<file path="src/rtl/leg4_seq.sv">
// ============================================================================
// Module  : leg4_seq
// Brief   : Fetch/execute sequencer for the leg4 4-bit CPU.
// Revision: 1.0
// ============================================================================
`default_nettype none

module leg4_seq #(
    parameter logic [3:0] RESET_PC     = 4'h0,
    parameter logic       RUN_ON_RESET = 1'b0
) (
    input  logic       clk,
    input  logic       rst_n,
    input  logic       run,
    input  logic       step,
    output logic [3:0] rom_addr,
    input  logic [7:0] rom_data,
    input  logic [3:0] in_port,
    output logic [3:0] out_port,
    output logic [3:0] reg_a,
    output logic [3:0] reg_b,
    output logic       carry,
    output logic       busy,
    output logic       retire
);

    typedef enum logic [1:0] {
        S_IDLE  = 2'd0,
        S_FETCH = 2'd1,
        S_EXEC  = 2'd2
    } state_t;

    localparam logic [3:0] c_OP_ADD_A = 4'h0;
    localparam logic [3:0] c_OP_MOV_AB = 4'h1;
    localparam logic [3:0] c_OP_IN_A  = 4'h2;
    localparam logic [3:0] c_OP_MOV_AI = 4'h3;
    localparam logic [3:0] c_OP_MOV_BA = 4'h4;
    localparam logic [3:0] c_OP_ADD_B = 4'h5;
    localparam logic [3:0] c_OP_IN_B  = 4'h6;
    localparam logic [3:0] c_OP_MOV_BI = 4'h7;
    localparam logic [3:0] c_OP_OUT_B = 4'h9;
    localparam logic [3:0] c_OP_OUT_I = 4'hB;
    localparam logic [3:0] c_OP_JNC   = 4'hE;
    localparam logic [3:0] c_OP_JMP   = 4'hF;

    state_t     r_state;
    logic [3:0] r_pc;
    logic [7:0] r_ir;
    logic [3:0] r_a;
    logic [3:0] r_b;
    logic       r_c;
    logic [3:0] r_out;
    logic       r_retire;
    logic       r_run_ovr;

    logic       w_run;
    logic [3:0] w_op;
    logic [3:0] w_im;
    logic [4:0] w_sum_a;
    logic [4:0] w_sum_b;
    logic [3:0] w_pc_inc;

    // Until run is first seen low, RUN_ON_RESET forces free-run behaviour.
    assign w_run    = run | r_run_ovr;
    assign w_op     = r_ir[7:4];
    assign w_im     = r_ir[3:0];
    assign w_sum_a  = {1'b0, r_a} + {1'b0, w_im};
    assign w_sum_b  = {1'b0, r_b} + {1'b0, w_im};
    assign w_pc_inc = r_pc + 4'd1;

    always_ff @(posedge clk) begin
        if (!rst_n) begin
            r_state   <= S_IDLE;
            r_pc      <= RESET_PC;
            r_ir      <= 8'h00;
            r_a       <= 4'h0;
            r_b       <= 4'h0;
            r_c       <= 1'b0;
            r_out     <= 4'h0;
            r_retire  <= 1'b0;
            r_run_ovr <= RUN_ON_RESET;
        end else begin
            r_retire <= 1'b0;
            if (!run) begin
                r_run_ovr <= 1'b0;
            end
            case (r_state)
                S_IDLE: begin
                    if (w_run || step) begin
                        r_state <= S_FETCH;
                    end
                end
                S_FETCH: begin
                    r_ir    <= rom_data;
                    r_state <= S_EXEC;
                end
                S_EXEC: begin
                    r_retire <= 1'b1;
                    r_c      <= 1'b0;
                    r_pc     <= w_pc_inc;
                    case (w_op)
                        c_OP_ADD_A: begin
                            r_a <= w_sum_a[3:0];
                            r_c <= w_sum_a[4];
                        end
                        c_OP_MOV_AB: r_a <= r_b;
                        c_OP_IN_A:   r_a <= in_port;
                        c_OP_MOV_AI: r_a <= w_im;
                        c_OP_MOV_BA: r_b <= r_a;
                        c_OP_ADD_B: begin
                            r_b <= w_sum_b[3:0];
                            r_c <= w_sum_b[4];
                        end
                        c_OP_IN_B:   r_b <= in_port;
                        c_OP_MOV_BI: r_b <= w_im;
                        c_OP_OUT_B:  r_out <= r_b;
                        c_OP_OUT_I:  r_out <= w_im;
                        // JNC tests the carry left by the previous instruction.
                        c_OP_JNC: begin
                            if (!r_c) begin
                                r_pc <= w_im;
                            end
                        end
                        c_OP_JMP:    r_pc <= w_im;
                        default: begin
                        end
                    endcase
                    r_state <= w_run ? S_FETCH : S_IDLE;
                end
                default: r_state <= S_IDLE;
            endcase
        end
    end

    assign rom_addr = r_pc;
    assign out_port = r_out;
    assign reg_a    = r_a;
    assign reg_b    = r_b;
    assign carry    = r_c;
    assign busy     = (r_state != S_IDLE);
    assign retire   = r_retire;

endmodule

`default_nettype wire

</file>
<file path="config.mk">
export PLATFORM = sky130hd
export DESIGN_NAME = leg4_seq
export DESIGN_NICKNAME = d
export VERILOG_FILES = /design/src/rtl/leg4_seq.sv
export SDC_FILE = /design/constraint.sdc
export NUM_CORES = 1
export LEC_CHECK = 0
export BUFFER_PORTS_ARGS = -buffer_cell sky130_fd_sc_hd__buf_2
export CAP_MARGIN = 20
export CORE_MARGIN = 2
export CORE_UTILIZATION = 30
export DETAILED_ROUTE_END_ITERATION = 12
export SLEW_MARGIN = 10
export SYNTH_ARGS = -nofsm -noshare
export SYNTH_HDL_FRONTEND = slang
export SYNTH_SLANG_ARGS = --single-unit
</file>
<file path="constraint.sdc">
create_clock -name clk -period 1.8 [get_ports clk]
set_input_delay 0.36 -clock clk [delete_from_list [all_inputs] [get_ports clk]]
set_output_delay 0.36 -clock clk [all_outputs]
set_load 0.02 [all_outputs]
</file>
# == After elaboration in Yosys (flattened, before gate mapping) ==
# Index checks and enable logic that the tools add are counted.
# op_classes
addsub,3
eq_ne,14
n_mux,10
n_reduce_logical,10
# ops
cell,count
$pmux 4 s4,2
$eq 4x3->1 const B,4
$eq 4x4->1 const B,4
$pmux 4 s2,2
$add 4x4->5,2
$eq 4x2->1 const B,2
$reduce_bool 4->1,2
$pmux 2 s3,1
$reduce_and 2->1,3
$add 4x1->4 const B,1
$eq 4x1->1 const B,1
$logic_not 4->1,1
$mux 4,1
$reduce_bool 2->1,2
$eq 2x1->1 const B,1
$eq 2x2->1 const B,1
$logic_not 2->1,1
$mux 1,2
$mux 2,1
$ne 2x2->1 const B,1
$pmux 1 s2,1
$logic_or 1x1->1,1
# totals
reg_bits,28
input_bits,16

# == Depth between registers and ports, before layout ==
# depth
depth_word,3
depth_mapped,7
depth_no_buf,7

# == Least setup slack after synthesis ==
# Ideal clock, no wire load.
# synth_path
kind,register to register
startpoint,"register r_b[0], in the netlist reg_b[0]"
endpoint,"register r_b[2], in the netlist reg_b[2]"
setup_time_ns,0.128
t_arrival_ns,1.826
required_ns,1.672
setup_slack_ns,-0.153
stages_incl_launch_ff,8
cell_sequence,dfxtp_1 -> ha_1 -> inv_1 -> fa_1 -> xnor2_1 -> mux4_2 -> mux2i_1 -> nor2_1
# synth_via
elab_chain_len,2
# synth_lines
item,line,text
from (decl),50,logic [3:0] r_b;
from (signal assigned),109,c_OP_MOV_BA: r_b <= r_a;
from (signal assigned),111,r_b <= w_sum_b[3:0];
from (signal assigned),114,c_OP_IN_B: r_b <= in_port;
$add 4x4->5,68,"assign w_sum_b = {1'b0, r_b} + {1'b0, w_im};"
$pmux 4 s4,101,case (w_op)
# No other way between the ends.
# A chain may end at the register's enable or synchronous reset.

# == Worst setup path after layout ==
# layout_path
startpoint,"register r_b[0], in the netlist reg_b[0]"
endpoint,"register r_b[1], in the netlist reg_b[1]"
# The elaborated chain is that of the path after synthesis.

==> run_results.csv <==
group,metric,value,unit
setup_path,crit_path_frequent_cell,"inv_2",
detailed_routing,wl,4100,um
timing,finalSetupViolCount,2,
detailed_routing,wl_per_cell,13.9,um
synth,syn_inst,185,
detailed_routing,antenna_left,0,
clock_tree,cts_sinks,28,
global_route,grt-ovfl-total,0,
outcome,outcome,"complete, but fails checks",
setup_path,criticalPathCategory,"reg2reg",
timing,rsz0062_at_grt,"true",
synth,synth-compound-area-share,15.8,%
synth,synth_cell_types,45,
timing,fin_crit,1.86,ns
floorplan,ios,35,
clock_tree,clockRootBuffer,"clkbuf_8",
floorplan,core_area,0.00544,mm2
outcome,violations,"negative setup slack",
setup_path,cp_top_family,"adder cells",
placement,port_buffers,34,
pwr,power_frac_clock,34.3,%
timing,clock_skew,0.00208,ns
timing,hold_violations,0,
detailed_routing,first_pass_iters,4,
clock_tree,cts_buffers,3,
global_route,grt_antenna_before_repair,0,
synth,syn_area_per_cell,9.01,um2
floorplan,fp-row-count,27,
synth,syn_nets,212,
setup_path,max_stage_delay,0.52,ns
synth,synth_top_family_by_area,"simple AND/OR/NAND/NOR gates",
placement,gp_congestion,0.785,
synth,ys_ff_latch,28,
layout,diodes,0,
pwr,switching_share,27.4,%
pwr,p_seq_share,49.1,%
clock_tree,cts-htree-levels,1,
synth,post_synth_and_or_nand_nor_area_fraction,19.9,%
synth,yosys-top-cells-count,"28 x dfxtp_1, 25 x nand2_1, 16 x a21oi_1",
synth,synth_mux_area_share,13.1,%
detailed_routing,drt-initial-drc-count,78,
clock_tree,tritoncts,"built",
pwr,switchingPower,371,uW
timing,fin_hold_ws,0.301,ns
synth,synth_edf_count,0,
synth,yosysTopAreaCell,"dfxtp_1",
synth,syn_area,0.00167,mm2
job,max_cap_viol_count,0,
min_path,hold_depth,3,
pwr,power.share.combinational,16.6,%
setup_path,slowest_stage,"fa_2",
timing,slew_headroom,55.3,%
setup_path,cp.required,1.95,ns
synth,synth_xor_xnor_area_share,2.10,%
synth,synth_fa_ha_area_share,9.16,%
setup_path,critPathLaunchType,"register",
timing,worstMarginPinSlew,0.670,ns
pwr,power,1.35,mW
floorplan,fp.dieH,78.5,um
clock_tree,clk_latency,0.28,ns
synth,synth_top_cell_area_share,33.6,%
global_route,grt_start_max_net_pins,21,
placement,dp_hpwl,3110,um
pwr,vdd_drop_max,0.000294,V
global_route,grt_usage,13.8,%
floorplan,die_x,78.5,um
setup_path,reg2reg_depth,7,
pwr,p_per_area,657,mW/mm2
setup_path,path_cells,"ha_4, inv_2, fa_2, inv_2, mux4_2, a21oi_2, nor2_1",
layout,fin_util,37.9,%
pwr,leakagePower,0.904,nW
clock_tree,clkSlewWorstSetupHoldPaths,0.11,ns
layout,final_nets,251,
setup_path,endpoint_kind,"register",
global_route,grt_pass1_vias,1385,
timing,period_share,103,%
pwr,internal-power,983,uW
floorplan,start_util,30.6,%
synth,ys_async_sr_fraction,0,%
setup_path,timing.rr.end,"reg_b[1]",
layout,area_growth,23.6,%
timing,fmax,539,MHz
synth,yosysMostFrequentCell,"dfxtp_1",
floorplan,die-area,0.00617,mm2
min_path,min_from,"rom_data[7]",
min_path,worst_hold_path_type,"in2reg",
layout,design_area,0.00206,mm2
setup_path,cp.arrival,2.01,ns
setup_path,r2r_start,"reg_b[0]",
synth,synthTopCellsByArea,"dfxtp_1 34%, ha_1 6.8%, nand2_1 5.6%",
detailed_routing,num_vias,1443,
layout,drive_above_1_share,32.7,%
detailed_routing,post-route-drc-count,0,
timing,slew_violations,0,
timing,worst_slack,-0.0564,ns
clock_tree,clock_tree.buffer_depth,2,
synth,yosysWarnings,0,
setup_path,worst-path-buf-inv,2,
synth,yosysSeqAreaShare,33.6,%
global_route,grt_pass1_wl,6800,um
detailed_routing,viasPerCell,4.89,
min_path,hold_path_end,"r_ir[7]",
synth,synthFlopType,"dfxtp_1",
setup_path,critPathMaxFanout,2,
setup_path,reg2reg_slack,-0.06,ns
placement,placedInstanceArea,0.00198,mm2
-- worst max path at each step --
stage | startpoint | to | slack [ns] | depth (start not counted)
after CTS | reg_b[0] | reg_b[1] | -0.05 | 7
after global placement | r_ir[0] | reg_b[2] | 0.02 | 7
final | reg_b[0] | reg_b[1] | -0.06 | 7
after global routing | reg_b[0] | reg_b[1] | -0.11 | 7
after detailed placement | r_ir[0] | reg_b[2] | -0.07 | 7
after floorplan | reg_b[0] | reg_b[2] | -0.006 | 7
-- repair_timing --
item,4_1_cts,5_1_grt
pin swaps,1,2
setup endpoints to repair,2,5
cloned,0,0
gates resized for setup,4,2
buffers inserted,1,0
endpoints found under the hold margin,0,0
hold buffers,0,0
-- worst reg2reg max path, delay by kind of cell, from the launching register on --
| kind | cells | cell delay (ns) |
|---|---|---|
| compound gates | 1 | 0.13 |
| fa+ha+maj | 2 | 0.65 |
| mux | 1 | 0.46 |
| buf+inv | 2 | 0.06 |
| simple gates | 1 | 0.05 |
| flops | 1 | 0.37 |
-- power groups by stage --
stage                     Sequential, mW  Combinational (mW)  Clock [mW]
after floorplan                    0.684               0.140           0
after global placement             0.679               0.216           0
after detailed placement           0.679               0.221           0
after CTS                          0.665               0.225       0.475
after global routing               0.669               0.247       0.492
final                              0.665               0.224       0.465
-- flip-flops by register name, indices dropped and copies added (netlist names) --
name,flops
rom_addr,4
carry,1
reg_b,4
r_state,2
reg_a,4
retire,1
out_port,4
r_ir,8
-- cells in the final DEF (no fill, tap or decap), types with 2 or more instances in the layout --
cell	instances
o21ai_0	10
mux2i_1	9
xor2_1	2
nor2b_1	6
nand2b_1	2
a21oi_1	15
a32o_1	2
inv_1	6
o2111ai_1	2
a21o_1	2
nor2_1	11
ha_4	2
dfxtp_2	2
ha_1	7
buf_2	34
nand3_1	5
a31oi_1	2
nor3_1	2
mux4_2	3
dfxtp_1	25
mux2_2	4
inv_2	2
nand2_1	25
clkbuf_8	3
fa_2	2
buf_4	11
xnor2_1	2
or3_1	2
-- through the flow --
step | setup WS (ns) | cells | setup TNS (ns)
floorplan | -0.00555 | 185 | -0.00555
global placement | 0.0168 | 291 | 0
detailed placement | -0.0742 | 291 | -0.0861
CTS | -0.0541 | 296 | -0.0714
global route | -0.112 | 295 | -0.211
finish | -0.0564 | 295 | -0.0981
-- metal layers --
metal  share of wire [%]  vias to the layer above  wire, um  global-route usage, %
met2                  47                       32      1920                   22.6
li1                    -                      728         -                      -
met3                 3.7                        4       152                   2.07
met1                  48                      679      1980                   18.9
met4                 1.2                        0        48                   3.68
met5                   0                        -         0                      0
-- cells by family (layout without fill, tap and decap cells) --
logic type,count (synthesis),count (layout)
AOI/OAI and AO/OA,42,42
xor gates and xnor gates,4,4
adders and majority gates,11,11
buffers and inverters,20,58
DFF,28,28
muxes,17,17
and+or+nand+nor,63,63
-- cell type report --
class                           instances  area [um2]
Tap cell                               72        90.1
Inverter                                8        30.0
Timing Repair Buffer                   46         273
Multi-Input combinational cell        137        1030
Sequential cell                        28         567
Fill cell                             564        3380
Clock buffer                            4        66.3
Note: power is estimated with default switching activity, not from simulation.
